--- src/rtl/tnn_neuron_scheduler_pkg.sv ---
`default_nettype none
// ============================================================================
// Package     : tnn_sched_pkg
// Description : Shared types and helpers for the TNN neuron scheduler.
//               FEAT_W / NUM_SLOTS  - feature width and operands per neuron
//               feat_t              - one 3-bit unsigned feature
//               sched_state_e       - scheduler FSM states
//               default_idx()       - reset contents of the index table
// Revision    : 1.0 - initial release
// ============================================================================
package tnn_sched_pkg;

  localparam int FEAT_W    = 3;
  localparam int NUM_SLOTS = 6;

  typedef logic [FEAT_W-1:0] feat_t;

  typedef enum logic [1:0] {
    IDLE = 2'd0,
    RUN  = 2'd1,
    HOLD = 2'd2
  } sched_state_e;

  // Entry (n,s) of the index table after reset.
  function automatic int default_idx(input int n, input int s, input int num_feat);
    return (n + s) % num_feat;
  endfunction

endpackage
`default_nettype wire

--- src/rtl/tnn_neuron_scheduler_if.sv ---
`default_nettype none
// ============================================================================
// Interface   : tnn_neuron_scheduler_if
// Description : Sample-in / layer-out stream handshakes of the scheduler.
//               in_valid/in_ready/in_feat    - feature vector (feature i at
//                                              bits [3i+2:3i])
//               out_valid/out_ready/out_bits - layer decision vector
//               master : upstream producer / downstream consumer side
//               slave  : scheduler side
// Revision    : 1.0 - initial release
// ============================================================================
interface tnn_neuron_scheduler_if #(
  parameter int NUM_FEAT    = 11,
  parameter int NUM_NEURONS = 8
) ();
  import tnn_sched_pkg::*;

  logic                       in_valid;
  logic                       in_ready;
  logic [NUM_FEAT*FEAT_W-1:0] in_feat;
  logic                       out_valid;
  logic                       out_ready;
  logic [NUM_NEURONS-1:0]     out_bits;

  modport master (
    output in_valid, in_feat, out_ready,
    input  in_ready, out_valid, out_bits
  );

  modport slave (
    input  in_valid, in_feat, out_ready,
    output in_ready, out_valid, out_bits
  );

endinterface
`default_nettype wire

--- src/rtl/tnn_neuron_scheduler_cfg_table.sv ---
`default_nettype none
// ============================================================================
// Module      : tnn_sched_cfg_table
// Description : Register-file index table, NUM_NEURONS x NUM_SLOTS entries.
//               i_we/i_neuron/i_slot/i_idx - write port; applied only when
//                                            i_en is high and the address and
//                                            data are in range
//               i_rd_neuron                - read neuron select
//               o_rd_idx[s]                - combinational index of slot s
// Revision    : 1.0 - initial release
// ============================================================================
module tnn_sched_cfg_table
  import tnn_sched_pkg::*;
#(
  parameter int NUM_FEAT    = 11,
  parameter int NUM_NEURONS = 8,
  parameter int IDX_W       = $clog2(NUM_FEAT),
  parameter int NRN_W       = $clog2(NUM_NEURONS)
) (
  input  logic                              clk,
  input  logic                              rst_n,
  input  logic                              i_we,
  input  logic                              i_en,
  input  logic [NRN_W-1:0]                  i_neuron,
  input  logic [2:0]                        i_slot,
  input  logic [IDX_W-1:0]                  i_idx,
  input  logic [NRN_W-1:0]                  i_rd_neuron,
  output logic [NUM_SLOTS-1:0][IDX_W-1:0]   o_rd_idx
);

  logic [IDX_W-1:0] r_tbl [NUM_NEURONS][NUM_SLOTS];
  logic             w_wr_ok;

  // Extra MSB on the compares keeps them correct when a count is a power of two.
  assign w_wr_ok = i_we && i_en
                && ({1'b0, i_neuron} < (NRN_W+1)'(NUM_NEURONS))
                && (i_slot < 3'(NUM_SLOTS))
                && ({1'b0, i_idx} < (IDX_W+1)'(NUM_FEAT));

  always_ff @(posedge clk or negedge rst_n) begin
    if (!rst_n) begin
      for (int n = 0; n < NUM_NEURONS; n++) begin
        for (int s = 0; s < NUM_SLOTS; s++) begin
          r_tbl[n][s] <= IDX_W'(default_idx(n, s, NUM_FEAT));
        end
      end
    end else if (w_wr_ok) begin
      r_tbl[i_neuron][i_slot] <= i_idx;
    end
  end

  for (genvar s = 0; s < NUM_SLOTS; s++) begin : g_rd
    assign o_rd_idx[s] = r_tbl[i_rd_neuron][s];
  end

endmodule
`default_nettype wire

--- src/rtl/tnn_neuron_scheduler.sv ---
`default_nettype none
// ============================================================================
// Module      : tnn_neuron_scheduler
// Description : Time-multiplexes one shared 6-input TNN neuron over
//               NUM_NEURONS logical neurons. One sample is accepted, each
//               neuron's six operands are routed from the index table to the
//               registered nrn_* ports, and the 1-bit decisions are gathered
//               into the layer output vector.
//   clk, rst_n        - clock, asynchronous active-low reset
//   bus (slave)       - in_valid/in_ready/in_feat, out_valid/out_ready/out_bits
//   i_cfg_we/_neuron/_slot/_idx - index-table write port (IDLE only)
//   o_cfg_busy        - high whenever the FSM is not IDLE
//   o_nrn_a..o_nrn_f  - registered operands to the shared neuron
//   i_nrn_out         - combinational decision of the shared neuron
// Revision    : 1.0 - initial release
// ============================================================================
module tnn_neuron_scheduler
  import tnn_sched_pkg::*;
#(
  parameter int NUM_FEAT    = 11,
  parameter int NUM_NEURONS = 8,
  parameter int IDX_W       = $clog2(NUM_FEAT),
  parameter int NRN_W       = $clog2(NUM_NEURONS)
) (
  input  logic                 clk,
  input  logic                 rst_n,
  tnn_neuron_scheduler_if.slave bus,
  input  logic                 i_cfg_we,
  input  logic [NRN_W-1:0]     i_cfg_neuron,
  input  logic [2:0]           i_cfg_slot,
  input  logic [IDX_W-1:0]     i_cfg_idx,
  output logic                 o_cfg_busy,
  output feat_t                o_nrn_a,
  output feat_t                o_nrn_b,
  output feat_t                o_nrn_c,
  output feat_t                o_nrn_d,
  output feat_t                o_nrn_e,
  output feat_t                o_nrn_f,
  input  logic                 i_nrn_out
);

  localparam int CNT_W = $clog2(NUM_NEURONS + 1);

  sched_state_e                     r_state;
  sched_state_e                     w_state_nxt;
  logic [CNT_W-1:0]                 r_cnt;
  feat_t [NUM_FEAT-1:0]             r_feat;
  feat_t                            r_nrn [NUM_SLOTS];
  logic [NUM_NEURONS-1:0]           r_out_bits;

  logic                             w_in_ready;
  logic                             w_out_valid;
  logic                             w_busy;
  logic                             w_cnt_live;
  logic [NRN_W-1:0]                 w_cap_idx;
  logic [NUM_SLOTS-1:0][IDX_W-1:0]  w_tbl_idx;
  feat_t                            w_sel [NUM_SLOTS];

  // --------------------------------------------------------------------------
  // Index table; reads follow the neuron counter, writes only land in IDLE.
  // --------------------------------------------------------------------------
  tnn_sched_cfg_table #(
    .NUM_FEAT    (NUM_FEAT),
    .NUM_NEURONS (NUM_NEURONS),
    .IDX_W       (IDX_W),
    .NRN_W       (NRN_W)
  ) u_cfg_table (
    .clk         (clk),
    .rst_n       (rst_n),
    .i_we        (i_cfg_we),
    .i_en        (r_state == IDLE),
    .i_neuron    (i_cfg_neuron),
    .i_slot      (i_cfg_slot),
    .i_idx       (i_cfg_idx),
    .i_rd_neuron (r_cnt[NRN_W-1:0]),
    .o_rd_idx    (w_tbl_idx)
  );

  // Table contents are range-checked on write; the guard only protects the
  // mux against indices that can never be stored.
  for (genvar s = 0; s < NUM_SLOTS; s++) begin : g_sel
    assign w_sel[s] = ({1'b0, w_tbl_idx[s]} < (IDX_W+1)'(NUM_FEAT))
                    ? r_feat[w_tbl_idx[s]] : '0;
  end

  assign w_cnt_live = (r_cnt < CNT_W'(NUM_NEURONS));
  // Decision arriving now belongs to the neuron whose operands were loaded
  // on the previous cycle.
  assign w_cap_idx  = NRN_W'(r_cnt - 1'b1);

  // --------------------------------------------------------------------------
  // FSM
  // --------------------------------------------------------------------------
  always_ff @(posedge clk or negedge rst_n) begin
    if (!rst_n) begin
      r_state <= IDLE;
    end else begin
      r_state <= w_state_nxt;
    end
  end

  always_comb begin
    w_state_nxt = r_state;
    w_in_ready  = 1'b0;
    w_out_valid = 1'b0;
    w_busy      = 1'b1;
    case (r_state)
      IDLE: begin
        w_in_ready = 1'b1;
        w_busy     = 1'b0;
        if (bus.in_valid) begin
          w_state_nxt = RUN;
        end
      end
      RUN: begin
        if (r_cnt == CNT_W'(NUM_NEURONS)) begin
          w_state_nxt = HOLD;
        end
      end
      HOLD: begin
        w_out_valid = 1'b1;
        if (bus.out_ready) begin
          w_state_nxt = IDLE;
        end
      end
      default: begin
        w_state_nxt = IDLE;
      end
    endcase
  end

  // --------------------------------------------------------------------------
  // Datapath
  // --------------------------------------------------------------------------
  always_ff @(posedge clk or negedge rst_n) begin
    if (!rst_n) begin
      r_cnt      <= '0;
      r_feat     <= '0;
      r_out_bits <= '0;
      for (int s = 0; s < NUM_SLOTS; s++) begin
        r_nrn[s] <= '0;
      end
    end else begin
      case (r_state)
        IDLE: begin
          if (bus.in_valid) begin
            r_feat     <= bus.in_feat;
            r_cnt      <= '0;
            r_out_bits <= '0;
          end
        end
        RUN: begin
          if (w_cnt_live) begin
            for (int s = 0; s < NUM_SLOTS; s++) begin
              r_nrn[s] <= w_sel[s];
            end
            r_cnt <= r_cnt + 1'b1;
          end
          if (r_cnt != '0) begin
            r_out_bits[w_cap_idx] <= i_nrn_out;
          end
        end
        default: begin
        end
      endcase
    end
  end

  assign bus.in_ready  = w_in_ready;
  assign bus.out_valid = w_out_valid;
  assign bus.out_bits  = r_out_bits;
  assign o_cfg_busy    = w_busy;

  assign o_nrn_a = r_nrn[0];
  assign o_nrn_b = r_nrn[1];
  assign o_nrn_c = r_nrn[2];
  assign o_nrn_d = r_nrn[3];
  assign o_nrn_e = r_nrn[4];
  assign o_nrn_f = r_nrn[5];

endmodule
`default_nettype wire

--- src/flat_wrapper.sv ---
// flat-port wrapper written by rule: the top's interface ports become plain ports
module tnn_neuron_scheduler_flat import tnn_sched_pkg::*;
#(
  parameter int NUM_FEAT    = 11,
  parameter int NUM_NEURONS = 8,
  parameter int IDX_W       = $clog2(NUM_FEAT),
  parameter int NRN_W       = $clog2(NUM_NEURONS)
)
  (clk, rst_n, i_cfg_we, i_cfg_neuron, i_cfg_slot, i_cfg_idx, o_cfg_busy, o_nrn_a, o_nrn_b, o_nrn_c, o_nrn_d, o_nrn_e, o_nrn_f, i_nrn_out, bus_in_valid, bus_in_feat, bus_out_ready, bus_in_ready, bus_out_valid, bus_out_bits);
  tnn_neuron_scheduler_if #(.NUM_FEAT(NUM_FEAT), .NUM_NEURONS(NUM_NEURONS)) bus_i ();
  input  logic clk;
  input  logic rst_n;
  input  logic i_cfg_we;
  input  logic [NRN_W-1:0] i_cfg_neuron;
  input  logic [2:0] i_cfg_slot;
  input  logic [IDX_W-1:0] i_cfg_idx;
  output logic o_cfg_busy;
  output feat_t o_nrn_a;
  output feat_t o_nrn_b;
  output feat_t o_nrn_c;
  output feat_t o_nrn_d;
  output feat_t o_nrn_e;
  output feat_t o_nrn_f;
  input  logic i_nrn_out;
  input wire logic [$bits(bus_i.in_valid)-1:0] bus_in_valid;
  input wire logic [$bits(bus_i.in_feat)-1:0] bus_in_feat;
  input wire logic [$bits(bus_i.out_ready)-1:0] bus_out_ready;
  output wire logic [$bits(bus_i.in_ready)-1:0] bus_in_ready;
  output wire logic [$bits(bus_i.out_valid)-1:0] bus_out_valid;
  output wire logic [$bits(bus_i.out_bits)-1:0] bus_out_bits;
  assign bus_i.in_valid = bus_in_valid;
  assign bus_i.in_feat = bus_in_feat;
  assign bus_i.out_ready = bus_out_ready;
  assign bus_in_ready = bus_i.in_ready;
  assign bus_out_valid = bus_i.out_valid;
  assign bus_out_bits = bus_i.out_bits;
  tnn_neuron_scheduler #(.NUM_FEAT(NUM_FEAT), .NUM_NEURONS(NUM_NEURONS), .IDX_W(IDX_W), .NRN_W(NRN_W)) u_core (.clk(clk), .rst_n(rst_n), .bus(bus_i), .i_cfg_we(i_cfg_we), .i_cfg_neuron(i_cfg_neuron), .i_cfg_slot(i_cfg_slot), .i_cfg_idx(i_cfg_idx), .o_cfg_busy(o_cfg_busy), .o_nrn_a(o_nrn_a), .o_nrn_b(o_nrn_b), .o_nrn_c(o_nrn_c), .o_nrn_d(o_nrn_d), .o_nrn_e(o_nrn_e), .o_nrn_f(o_nrn_f), .i_nrn_out(i_nrn_out));
endmodule
--- config.mk ---
export PLATFORM = sky130hd
export DESIGN_NAME = tnn_neuron_scheduler_flat
export DESIGN_NICKNAME = d
export VERILOG_FILES = /design/src/rtl/tnn_neuron_scheduler_pkg.sv /design/src/rtl/tnn_neuron_scheduler_if.sv /design/src/rtl/tnn_neuron_scheduler_cfg_table.sv /design/src/rtl/tnn_neuron_scheduler.sv /design/src/flat_wrapper.sv
export SDC_FILE = /design/constraint.sdc
export NUM_CORES = 1
export LEC_CHECK = 0
export ABC_AREA = 1
export BUFFER_PORTS_ARGS = -buffer_cell sky130_fd_sc_hd__buf_2
export CORE_ASPECT_RATIO = 2
export CORE_MARGIN = 3
export CORE_UTILIZATION = 60
export CTS_CLUSTER_SIZE = 30
export DETAILED_ROUTE_END_ITERATION = 8
export PLACE_DENSITY = 0.79
export SLEW_MARGIN = 30
export SYNTH_ARGS = -nofsm -noshare
export SYNTH_HDL_FRONTEND = slang
export SYNTH_SLANG_ARGS = --single-unit
--- constraint.sdc ---
create_clock -name clk -period 3.1 [get_ports clk]
set_input_delay 0.155 -clock clk [delete_from_list [all_inputs] [get_ports clk]]
set_output_delay 0.155 -clock clk [all_outputs]
set_load 0.01 [all_outputs]
==> results.json <==
{
  "syn_inst": 1867,
  "synth.most_common_cell": "nand2_1",
  "met2_usage_pct": 57.0,
  "finClkSkew_ns": 0.0115,
  "synth_nets": 1918,
  "crit_cells": 9,
  "outcome": "complete, no violations",
  "antenna_cells": 0,
  "drc": 0,
  "intPower_mw": 8.44,
  "crit_type": "reg2reg",
  "cts-root-buf": "clkbuf_16",
  "hold_path_end": "u_core.r_state[0]",
  "rows": 79,
  "fill_cells": 1978,
  "setup_violations": 0,
  "vias": 13500,
  "hold_start": "bus_in_valid",
  "path_buf_inv": 3,
  "finalInstanceArea_mm2": 0.0159,
  "grt_overflow": 0,
  "grt_pass1_wl_mm": 68.7,
  "cts_tree": "done",
  "swShare_pct": 48.5,
  "io_buffer_count": 77,
  "synth_cell_types": 36,
  "core_area_mm2": 0.0233,
  "min_path_cells": 4,
  "cts_max_path_buffers": 3,
  "syn_area_per_cell_um2": 7.66,
  "synth_seq_cells": 257,
  "max-cap-violations": 0,
  "worst-slew-pin-transition_ns": 0.713,
  "antenna_found_initial": 0,
  "synth_commonest_cells": "nand2_1 (514), nand3_1 (271), o21ai_0 (268), dfrtp_1 (177), inv_1 (133)",
  "use_met1_pct": 40.5,
  "drtAntennaViolNets": 0,
  "die_height_um": 224,
  "gr-usage-all-layers_pct": 34.0,
  "path_clk_slew_ns": 0.07,
  "hpwl_mm": 29.0,
  "crit_chain": "inv_4 > ha_1 > inv_1 > nor2_1 > inv_1 > nor2_1 > nor3_1 > nand3_1 > o22ai_1",
  "fmax_mhz": 422,
  "cp_max_fo": 27,
  "r2r_cells": 9,
  "rrSetupSlack_ns": 0.73,
  "clock-sinks": 257,
  "grt_busiest_layer": "met2",
  "p_leak_nw": 7.25,
  "combPwrFrac_pct": 54.5,
  "routed_via_density": 6.02,
  "cpPeakStageDelay_ns": 0.66,
  "relSlewSlack_pct": 52.3,
  "firstDrtPassIters": 5,
  "fp.dieArea_mm2": 0.0258,
  "yosys_most_used_dff": "dfrtp_1",
  "start_util_pct": 61.3,
  "cp-start-kind": "flop",
  "finalHoldViolCount": 0,
  "nets": 1999,
  "r2r_end": "u_core.bus.out_bits[4]",
  "reg2reg_from": "u_core.r_cnt[1]",
  "pin_count": 78,
  "die_w_um": 115,
  "ir_drop_mv": 0.604,
  "wl_mm": 44.0,
  "fin_setup_tns_ns": 0,
  "clk_latency_ns": 0.53,
  "cts_buffers": 24,
  "synth_top_area_share_pct": 31.0,
  "grt_start_max_net_pins": 102,
  "yosys.area.top_type": "dfrtp_1",
  "drv_slew": 0,
  "seq_power_share_pct": 27.6,
  "crit_slowest_cell": "dfrtp_2",
  "place_congestion": 0.980,
  "synth_edf_count": 0,
  "crit_family": "flip-flops",
  "synthTopCellsByArea": "dfrtp_1 (31%), dfstp_2 (15%), nand2_1 (13%), nand3_1 (9.5%), o21ai_0 (9.4%)",
  "async_flop_share_pct": 100,
  "synth_area_mm2": 0.0143,
  "min_period_ns": 2.37,
  "hold_path.class": "in2reg",
  "grt.met3_usage_pct": 3.90,
  "powerDensity_mw_per_mm2": 1030,
  "p_sw_mw": 7.95,
  "rsz0062_at_grt": "false",
  "required_ns": 3.55,
  "htreeDepth": 1,
  "ys.warnings.count": 0,
  "grt_pass1_vias": 13100,
  "cp.arrival_ns": 2.82,
  "area_growth_pct": 11.0,
  "timing.hold.ws_ns": 0.0295,
  "endpoint_kind": "flop",
  "drive_above_1_share_pct": 16.6,
  "ys_seq_area_share_pct": 45.7,
  "post_drt_wl_per_cell_um": 19.6,
  "fin_crit_sh_pct": 76.4,
  "drt_iter0_drc": 1440,
  "place_area_mm2": 0.0148,
  "clkPwrFrac_pct": 17.9
}
[worst register-to-register path, stage by stage, from the launching register on]
cell     delay (ns)
dfrtp_2        0.66
inv_4          0.29
ha_1           0.29
inv_1          0.05
nor2_1         0.05
inv_1          0.10
nor2_1         0.05
nor3_1         0.22
nand3_1        0.30
o22ai_1        0.28
[timing repair]
action	4_1_cts	5_1_grt
hold buffers	35	0
endpoints found under the hold margin	89	0
setup buffers	0	0
resized for setup	0	0
[per-layer routing]
layer	routed length (um)	up-vias
met5	0	-
met4	3350	0
met3	2710	188
met2	21800	615
met1	16200	6411
li1	-	6319
[stage by stage]
step	instances	power, mW	setup WS (ns)	util [%]
floorplan	1867	11.1	1.33	-
global placement	2170	13.1	0.834	63.2
detailed placement	2170	13.2	0.742	63.2
CTS	2249	16.2	0.741	68.0
global route	2249	17.4	0.440	68.0
finish	2249	16.4	0.730	68.0
[registers in the layout (all words and copies together), names as in the netlist]
name / cells
u_core.r_feat: 33
u_core.bus.out_bits: 8
u_core.o_nrn_e: 3
u_core.o_nrn_b: 3
u_core.o_nrn_f: 3
u_core.o_nrn_c: 3
u_core.r_state: 2
u_core.u_cfg_table.r_tbl: 192
u_core.r_cnt: 4
u_core.o_nrn_a: 3
u_core.o_nrn_d: 3
[power groups by stage]
stage               registers, mW  logic [mW]  clock network (mW)
CTS                          4.50        8.71                2.96
detailed placement           4.55        8.63                   0
finish                       4.53        8.93                2.93
global route                 4.57        9.77                3.09
floorplan                    4.43        6.70                   0
global placement             4.53        8.54                   0
[logic make-up (layout without fill, tap and decap cells)]
| logic type | count (synthesis) | in the layout | synth area share, % |
|---|---|---|---|
| adders and majority gates | 2 | 2 | 0.175 |
| buffers and inverters | 227 | 326 | 7.85 |
| AOI/OAI and AO/OA | 379 | 379 | 14.0 |
| and+or+nand+nor | 1002 | 1002 | 32.3 |
| DFF | 257 | 257 | 45.7 |
[cell type report]
cell class              instances  area, um^2  area share [%]
multi-input cells            1383        6650            41.9
clock inverters                13         103           0.646
repair buffers                143        1040            6.56
well taps                     283         354            2.23
clock buffers                  31         668            4.21
flip-flops and latches        257        6530            41.2
inverters                     139         529            3.33
[cells in the final DEF, fill, tap and decap left out, drive strengths merged, types with 4 or more instances in the layout]
master / count
clkinv: 11
nand3: 305
clkbuf: 31
nand2: 532
buf: 108
dlygate4sd3: 35
a21oi: 45
nor4: 4
o211ai: 6
o21ai: 316
dfstp: 80
nor2: 136
or2: 18
o22ai: 9
inv: 138
nor3: 7
dfrtp: 177
[worst max-delay path by stage]
stage | endpoint | from | slack [ns]
after detailed placement | u_core.bus.out_bits[4] | u_core.r_cnt[1] | 0.74
after global placement | u_core.o_nrn_a[2] | u_core.r_cnt[1] | 0.83
after CTS | u_core.bus.out_bits[4] | u_core.r_cnt[1] | 0.74
after floorplan | u_core.bus.out_bits[0] | u_core.r_cnt[0] | 1.33
after global routing | u_core.bus.out_bits[0] | u_core.r_cnt[1] | 0.44
final | u_core.bus.out_bits[4] | u_core.r_cnt[1] | 0.73
No activity file was read; power rests on OpenSTA's default activity.
